`src/rtl/sseg_pkg.sv`:
```
// Shared seven-segment constants: bit positions, all-off/all-on patterns
// and the hex digit to segment table (1 = segment lit, bits 6..0 = g..a).
package sseg_pkg;

    localparam int SEG_DP = 7;
    localparam int SEG_G  = 6;
    localparam int SEG_F  = 5;
    localparam int SEG_E  = 4;
    localparam int SEG_D  = 3;
    localparam int SEG_C  = 2;
    localparam int SEG_B  = 1;
    localparam int SEG_A  = 0;

    localparam logic [7:0] SEG_OFF = 8'h00;
    localparam logic [7:0] SEG_ALL = 8'hFF;

    // Element [k] is the pattern for digit k; the leftmost entry is digit F.
    localparam logic [15:0][6:0] SEG_TABLE = {
        7'h71, 7'h79, 7'h5E, 7'h39,   // F E d C
        7'h7C, 7'h77, 7'h6F, 7'h7F,   // b A 9 8
        7'h07, 7'h7D, 7'h6D, 7'h66,   // 7 6 5 4
        7'h4F, 7'h5B, 7'h06, 7'h3F    // 3 2 1 0
    };

endpackage

```
`src/rtl/sseg_lut.sv`:
```
// Combinational hex digit to seven-segment lookup (active-high segments).
module sseg_lut
    import sseg_pkg::*;
(
    input  logic [3:0] num_i,
    output logic [6:0] seg_o
);

    // Every 4-bit code has a table entry, so the lookup is total.
    always_comb begin
        seg_o = SEG_TABLE[num_i];
    end

endmodule

```
`src/rtl/sseg_decoder.sv`:
```
// Registered seven-segment decoder with lamp test, blanking, decimal point
// and selectable output polarity. One cycle of latency from inputs to Cathode.
module sseg_decoder
    import sseg_pkg::*;
#(
    parameter bit ACTIVE_LOW = 1'b0
) (
    input  logic       clk,
    input  logic       rst_n,
    input  logic [3:0] Num,
    input  logic       dp,
    input  logic       blank,
    input  logic       lamp_test,
    output logic [7:0] Cathode
);

    // XOR mask applied in front of the register; the reset value goes through
    // the same mask so "all off" means the same thing in both polarities.
    localparam logic [7:0] POL_MASK = ACTIVE_LOW ? 8'hFF : 8'h00;
    localparam logic [7:0] OFF_Q    = SEG_OFF ^ POL_MASK;

    logic [6:0] seg_lut;
    logic [7:0] cathode_d;
    logic [7:0] cathode_q;

    sseg_lut u_lut (
        .num_i (Num),
        .seg_o (seg_lut)
    );

    // Priority select: lamp test beats blank beats normal decode, then polarity.
    always_comb begin
        cathode_d = SEG_OFF;
        if (lamp_test) begin
            cathode_d = SEG_ALL;
        end else if (blank) begin
            cathode_d = SEG_OFF;
        end else begin
            cathode_d         = {1'b0, seg_lut};
            cathode_d[SEG_DP] = dp;
        end
        cathode_d = cathode_d ^ POL_MASK;
    end

    // Single output register; async reset forces all segments off at once.
    always_ff @(posedge clk or negedge rst_n) begin
        if (!rst_n) begin
            cathode_q <= OFF_Q;
        end else begin
            cathode_q <= cathode_d;
        end
    end

    assign Cathode = cathode_q;

endmodule

```
`config.mk`:
```
export PLATFORM = sky130hd
export DESIGN_NAME = sseg_decoder
export DESIGN_NICKNAME = d
export VERILOG_FILES = /design/src/rtl/sseg_pkg.sv /design/src/rtl/sseg_lut.sv /design/src/rtl/sseg_decoder.sv
export SDC_FILE = /design/constraint.sdc
export NUM_CORES = 1
export LEC_CHECK = 0
export CORE_MARGIN = 2
export CORE_UTILIZATION = 39
export DETAILED_ROUTE_END_ITERATION = 8
export GPL_TIMING_DRIVEN = 1
export PLACE_DENSITY = 0.72
export SLEW_MARGIN = 20
export SYNTH_ARGS = -nofsm -noshare
export SYNTH_HDL_FRONTEND = slang
export SYNTH_SLANG_ARGS = --single-unit
export TNS_END_PERCENT = 1
```
`constraint.sdc`:
```
create_clock -name clk -period 0.8 [get_ports clk]
set_clock_uncertainty 0.05 [all_clocks]
set_input_delay 0.12 -clock clk [delete_from_list [all_inputs] [get_ports clk]]
set_output_delay 0.12 -clock clk [all_outputs]
set_load 0.005 [all_outputs]
```
==> results.md, run 1 <==
* Crit end category: register
* GPL Wtd Cong at about 0.77
* Worst-path maximum fanout at 4
* Syn Nets at 64
* Share of cells above drive strength 1 at around 56%
* Sw frac at 25.8%
* Synth area leader: dfrtp_1
* Clock share of power at 25.8%
* Antenna violations before repair at 0
* Clock slew at reported path FFs at 0.05 ns
* CTS Sinks at 8
* Hold crit path type: input port to async pin
* Register bit count reported by yosys at 8
* Antenna diodes at 0
* Largest net degree at the start of global routing at 12
* Net load switching power at around 0.00028 W
* Antenna-violating nets left at 0
* Root Driver: clkbuf_4
* Logic pwr share at 33.7%
* WS Path Type: input port to register
* Port-buffer cells at 16
* Sequential Power Share at a little over 40%
* VDD IR max at ~0.46 mV
* Drt first pass iters at 3
* DR iter-0 viols at 6
* MaxCap Viol Count at 0
* Final WS setup at -0.268 ns
* Core footprint at approximately 1300 um2
* Total negative slack at -2.00 ns
* Die H at about 41 um
* Vias in the first global route at 502
* Final period util at 133%
* Tot GR Track Use at approximately a fifth
* Vias at 507
* Post-CTS Hold Fix Bufs at 0
* Wire length on met3 at 85 um
* Htree depth at 1
* Max Clk Rate at about 940 MHz
* RSZ-0062 raised after global routing: yes
* GRT Residual Overflow at 0
* Mapped Avg Cell Area at 10.8 um2
* HPWL after DPL at 1040 um
* Cell row count at 13
* DR WL met2 at 759 um
* Slew margin rel. at between 70% and 80%
* Failing checks: setup timing
* Most common cell on crit path: buf_6
* Slew at the pin closest to its max-slew limit at 0.348 ns
* Crit-path slowest cell: or3b_1
* Critical Path, Cell by Cell: buf_6 > buf_6 > inv_6 > ha_4 > nor2b_4 > o21ai_1 > or3b_1
* Placed Instances at 94
* Area grow syn2layout at 78.6%
* CP peak stage delay at 0.35 ns
* Syn Inst Count at 49
* Cell Pwr Density at 1170 nW/um2
* Crit path DAT at between 1 and 1.5 ns
* Sequential-to-total area share from yosys stat at approximately two fifths
* Post-synth top cells: dfrtp_1, ha_1, nor2b_1
* Deepest clock path buffer count at 2
* Post-synth design cell area at ~530 um2
* Largest register FFs at 8
* CP Data Required Time at 0.87 ns
* Post-DR wirelength/cell at between 10 and 15 um
* Die area at between 1500 and 2000 um2
* Status: finished with violations
* Nets at about 100
* Horiz. Die Dim at 40.8 um
* Share of the synthesized area in the top cell type at 38.0%
* CTS tree: built
* Total CTS buffers at 3
* Final Hold Viols at 0
* Final setup viols at 15
* First-pass GRT wire length at approximately 2100 um
* DRC violations left at 0
* Routed wire length at 1390 um
* Fin crit period at 1.07 ns
* Ys async rst share at 100%
* Fillers at 109
* LEAKAGE at 0.437 nW
* Synth Warn # at 0
* Most common cell in the netlist: dfrtp_1
* Fin cells at around 100
* Top Metal Used: met4
* Critical path launch point type: input port
* Top-Level Pins at 17
* Wl on met1 at roughly 530 um
* Top cells by area, synth: dfrtp_1, ha_1, nor2b_1, a2111oi_2, a21o_1
* DR vias/cell at 4.97
* Core Util, Final at approximately three quarters
* Initial Util at approximately 40%
* Fin. max-slew vios at 0
* Yosys cell types at 25
* Ys flop type: dfrtp_1
* Cell Int Power at 0.000814 W
* EDFF count, synth at 0
==> cell usage in the layout, fill, tap and decap left out, types with 2 or more instances in the layout <==
cell type         n
o21ai_1           2
a21o_1            4
dlygate4sd2_1     3
clkbuf_2          7
buf_6             6
nor2b_4           2
ha_1              3
nand2_1           2
clkdlybuf4s50_1   2
a2111oi_2         2
nor2b_1           3
ha_4              3
dfrtp_1           8
buf_4            17
clkbuf_4          3
==> what timing repair did <==
action                     4_1_cts  5_1_grt
setup buffers                    2        4
setup endpoints to repair       16       15
resized for setup               40       12
pin swaps                        9        4
==> metrics by stage <==
stage	instance area (um2)	worst slack (ns)	hold WS [ns]	power, W
after floorplan	597	-0.265	-0.226	0.000588
after global placement	880	-0.951	0.353	0.000791
after detailed placement	880	-0.953	0.357	0.000804
after CTS	946	-0.277	0.0949	0.00110
after global routing	941	-0.319	0.114	0.00117
final	941	-0.268	0.0980	0.00110
==> routing by layer <==
layer	up-vias	global-route usage (%)
li1	255	-
met1	234	18.4
met2	16	39.3
met3	2	3.26
met4	0	10.8
met5	-	0
==> power by group through the flow <==
| stage | clock network, W | registers [W] | logic (W) |
|---|---|---|---|
| after floorplan | 0 | 0.000453 | 0.000135 |
| after global placement | 0 | 0.000447 | 0.000344 |
| after detailed placement | 0 | 0.000451 | 0.000352 |
| after CTS | 0.000298 | 0.000445 | 0.000362 |
| after global routing | 0.000325 | 0.000445 | 0.000402 |
| final | 0.000283 | 0.000444 | 0.000370 |
==> path summary, 6_finish.rpt <==
path	start	endpoint	slack, ns	cells after the start
max in group asynchronous	rst_n	Cathode[1]$_DFF_PN0_	0.35	1
min	rst_n	Cathode[7]$_DFF_PN0_	0.1	1
max	Num[0]	Cathode[3]$_DFF_PN0_	-0.27	7
min in group clk	lamp_test	Cathode[3]$_DFF_PN0_	0.22	2
==> critical path: cells and delay by family <==
family                   cells  cell delay [ns]
buffers and inverters        3             0.26
AND/OR/NAND/NOR              2             0.47
adder cells (fa/ha/maj)      1             0.18
AO/OA/AOI/OAI                1             0.10
==> area by class of cell <==
class	instances	area, um2	area share [%]
clock buffers	3	22.5	2.39
inverters	3	28.8	3.06
multi-input cells	36	379	40.3
flip-flops and latches	8	200	21.3
well taps	15	18.8	1.99
repair buffers	37	292	31.0
==> cells by family after synthesis <==
| group | after synthesis | synth area share, % |
|---|---|---|
| AO/OA/AOI/OAI | 15 | 24.0 |
| adder cells (fa/ha/maj) | 6 | 14.3 |
| AND/OR/NAND/NOR | 13 | 14.3 |
| multiplexers | 2 | 4.28 |
| flip-flops | 8 | 38.0 |
| buffers and inverters | 5 | 5.22 |
Note: power is estimated with default switching activity, not from simulation.
==> run 2, diff against run 1 <==
--- a/config.mk
+++ b/config.mk
@@ -5,11 +5,12 @@
 export SDC_FILE = /design/constraint.sdc
 export NUM_CORES = 1
 export LEC_CHECK = 0
+export ABC_AREA = 1
 export CORE_MARGIN = 2
 export CORE_UTILIZATION = 39
 export DETAILED_ROUTE_END_ITERATION = 8
 export GPL_TIMING_DRIVEN = 1
-export PLACE_DENSITY = 0.72
+export PLACE_DENSITY = 0.76
 export SLEW_MARGIN = 20
 export SYNTH_ARGS = -nofsm -noshare
 export SYNTH_HDL_FRONTEND = slang
==> run 2 against run 1 <==
The flow still finishes with violations (setup timing). First-iteration DRC count down 100%. Worst hold slack worse by 0.019 ns. Power down 8.1%. Final cell count up 3.9%. Count of clock-buffer cells in the layout unchanged. Largest power group unchanged.
==> results.md, run 2 <==
* Sequential-to-total area share from yosys stat at 36.8% (was 38.0%)
* DR iter-0 viols at 0 (was 6)
* Syn Nets at 85 (was 64)
* Top delay family on crit path: flip-flops (was simple AND/OR/NAND/NOR gates)
* Synth Area in XOR/XNOR at 0% (unchanged)
* Placed Instances at 103 (was 94)
* Fin cells at 106 (was 102)
* Drt first pass iters at 1 (was 3)
* Fin crit period at 0.894 ns (was 1.07 ns)
* Root Driver: clkbuf_4 (unchanged)
* Die H at 41.4 um (was 40.8 um)
* Total CTS buffers at 3 (unchanged)
* Antenna diodes at 0 (unchanged)
* Largest register FFs at 8 (unchanged)
* Yosys cell types at 12 (was 25)
* First-pass GRT wire length at 1550 um (was 2080 um)
* Post-DR wirelength/cell at 9.97 um (was 13.6 um)
* Wl on met1 at 403 um (was 534 um)
* VDD IR max at 0.450 mV (was 0.456 mV)
* Ys async rst share at 100% (unchanged)
* Crit end category: primary output (was register)
* Mapped Avg Cell Area at 7.78 um2 (was 10.8 um2)
* DR vias/cell at 4.57 (was 4.97)
* Antenna violations before repair at 0 (unchanged)
* Status: finished with violations (unchanged)
* Failing checks: setup timing (unchanged)
* Vias at 484 (was 507)
* Deepest clock path buffer count at 2 (unchanged)
* CTS tree: built (unchanged)
* Share of the synthesized area in the top cell type at 36.8% (was 38.0%)
* Die area at 1710 um2 (was 1660 um2)
* Clock slew at reported path FFs at 0.05 ns (about the same)
* Core footprint at 1300 um2 (was 1280 um2)
* Syn Inst Count at 70 (was 49)
* Final setup viols at 9 (was 15)
* Max Clk Rate at 1120 MHz (was 937 MHz)
* Simple-gate share of the synthesized area at 35.6% (was 14.3%)
* Critical path launch point type: register (was input port)
* Worst-path maximum fanout at 1 (was 4)
* Post-synthesis mux area share at 0% (was 4.28%)
* Post-synth top cells: nand2_1, nand3_1, dfrtp_1, inv_1, ha_1 (was dfrtp_1, ha_1, nor2b_1)
* Area grow syn2layout at 39.8% (was 78.6%)
* Routed wire length at 1060 um (was 1390 um)
* MaxCap Viol Count at 0 (unchanged)
* CP Data Required Time at 0.63 ns (was 0.87 ns)
* Top-Level Pins at 17 (unchanged)
* CP peak stage delay at 0.35 ns (about the same)
* Cell Pwr Density at 1330 nW/um2 (was 1170 nW/um2)
* Post-Synth Adder-Cell Area at 13.8% (was 14.3%)
* RSZ-0062 raised after global routing: yes (unchanged)
* CTS Sinks at 8 (unchanged)
* WP buf/inv at 1 (was 3)
* Initial Util at 41.8% (was 41.0%)
* LEAKAGE at 0.385 nW (was 0.437 nW)
* GRT Residual Overflow at 0 (unchanged)
* Tot GR Track Use at 14.2% (was 19.7%)
* Share of cells above drive strength 1 at 34.1% (was 56.3%)
* Commonest cells after routing, fill and taps aside: nand2_1, nand3_1, buf_2, dfrtp_1 (was buf_4, dfrtp_1, clkbuf_2, buf_6, a21o_1)
* Ys flop type: dfrtp_1 (unchanged)
* Largest net degree at the start of global routing at 9 (was 12)
* Horiz. Die Dim at 41.4 um (was 40.8 um)
* Vias in the first global route at 414 (was 502)
* Antenna-violating nets left at 0 (unchanged)
* HPWL after DPL at 870 um (was 1040 um)
* Setup repair bufs after CTS at 0 (was 2)
* Top Metal Used: met4 (unchanged)
* Port-buffer cells at 16 (unchanged)
* Crit-path slowest cell: dfrtp_1 (was or3b_1)
* Synth Warn # at 0 (unchanged)
* Htree depth at 1 (unchanged)
* Post-synthesis compound-gate area fraction at 0.920% (was 24.0%)
* Placed inst area at 768 um2 (was 880 um2)
* Crit path DAT at 0.72 ns (was 1.14 ns)
* Fillers at 131 (was 109)
* Slew margin rel. at 78.3% (was 76.7%)
* WS Path Type: register to primary output (was input port to register)
* Most common cell after layout, fill and taps aside: nand2_1 (was buf_4)
* Cell row count at 13 (unchanged)
* Fin. max-slew vios at 0 (unchanged)
* Final WS setup at -0.0939 ns (was -0.268 ns)
* Wire length on met3 at 74 um (was 85 um)
* Placement Setup Slack at -0.763 ns (was -0.953 ns)
* Largest family of logic cells by synthesized area: simple AND/OR/NAND/NOR gates (was compound AO/OA/AOI/OAI gates)
* Final Hold Viols at 0 (unchanged)
* Synth area leader: dfrtp_1 (unchanged)
* Fin area at 761 um2 (was 941 um2)
* EDFF count, synth at 0 (unchanged)
* Slew at the pin closest to its max-slew limit at 0.324 ns (was 0.348 ns)
* Hold slack at 0.0792 ns (was 0.0980 ns)
* DR WL met2 at 562 um (was 759 um)
* Post-synth design cell area at 544 um2 (was 527 um2)
* Nets at 108 (was 104)
* Hold crit path type: input port to async pin (unchanged)
* Final period util at 112% (was 133%)
* DRC violations left at 0 (unchanged)
* Register bit count reported by yosys at 8 (unchanged)
* Critical Path, Cell by Cell: buf_2 (was buf_6 > buf_6 > inv_6 > ha_4 > nor2b_4 > o21ai_1 > or3b_1)
* GPL Wtd Cong at 0.890 (was 0.774)
* Most common cell in the netlist: nand2_1 (was dfrtp_1)
* Pwr Total at 0.00101 W (was 0.00110 W)
* Post-CTS Hold Fix Bufs at 0 (unchanged)
* Top cells by area, synth: dfrtp_1, nand2_1, nand3_1, ha_1, inv_1 (was dfrtp_1, ha_1, nor2b_1, a2111oi_2, a21o_1)
==> run 2: what timing repair did <==
action                     CTS  global route
pin swaps                    2             1
resized for setup           44             9
setup endpoints to repair   15            15
==> run 2: final timing paths <==
path | startpoint | to | cells past startpoint
max | Cathode[3]$_DFF_PN0_ | Cathode[3] | 1
min in group clk | Num[3] | Cathode[0]$_DFF_PN0_ | 4
max in group asynchronous | rst_n | Cathode[2]$_DFF_PN0_ | 1
min | rst_n | Cathode[3]$_DFF_PN0_ | 1
==> run 2: metrics by stage <==
| step | utilization (%) | setup TNS, ns |
|---|---|---|
| 6_report | 58.5 | -0.733 |
| 4_1_cts | 58.8 | -1.19 |
| 3_3_place_gp | 59.0 | -6.18 |
| 3_5_place_dp | 59.0 | -6.53 |
| 5_1_grt | 58.5 | -1.08 |
| 2_1_floorplan | - | 0 |
==> run 2: report_power, final <==
group / leakage, nW / switching (W) / internal, W
logic: 0.285 / 0.000146 / 0.000126
registers: 0.0860 / 0.00000561 / 0.000434
clock network: 0.0138 / 0.000126 / 0.000171
==> run 2: logic make-up (layout without fill, tap and decap cells) <==
kind of cell	Yosys count	in the layout
flip-flops	8	8
AND/OR/NAND/NOR	43	43
AO/OA/AOI/OAI	1	1
buffers and inverters	12	33
adder cells (fa/ha/maj)	6	6
==> run 2: per-layer routing <==
metal	global-route usage, %	vias up
li1	-	259
met2	25.8	15
met4	13.7	0
met5	0	-
met3	1.60	2
met1	13.7	208
==> run 2: cell type report <==
| cell class | count | area [um2] | area share (%) |
|---|---|---|---|
| tap | 15 | 18.8 | 2.47 |
| multi-input combinational | 50 | 312 | 41.0 |
| inverter | 10 | 60.1 | 7.89 |
| sequential | 8 | 200 | 26.3 |
| timing repair buffer | 20 | 148 | 19.4 |
| clock buffer | 3 | 22.5 | 2.96 |
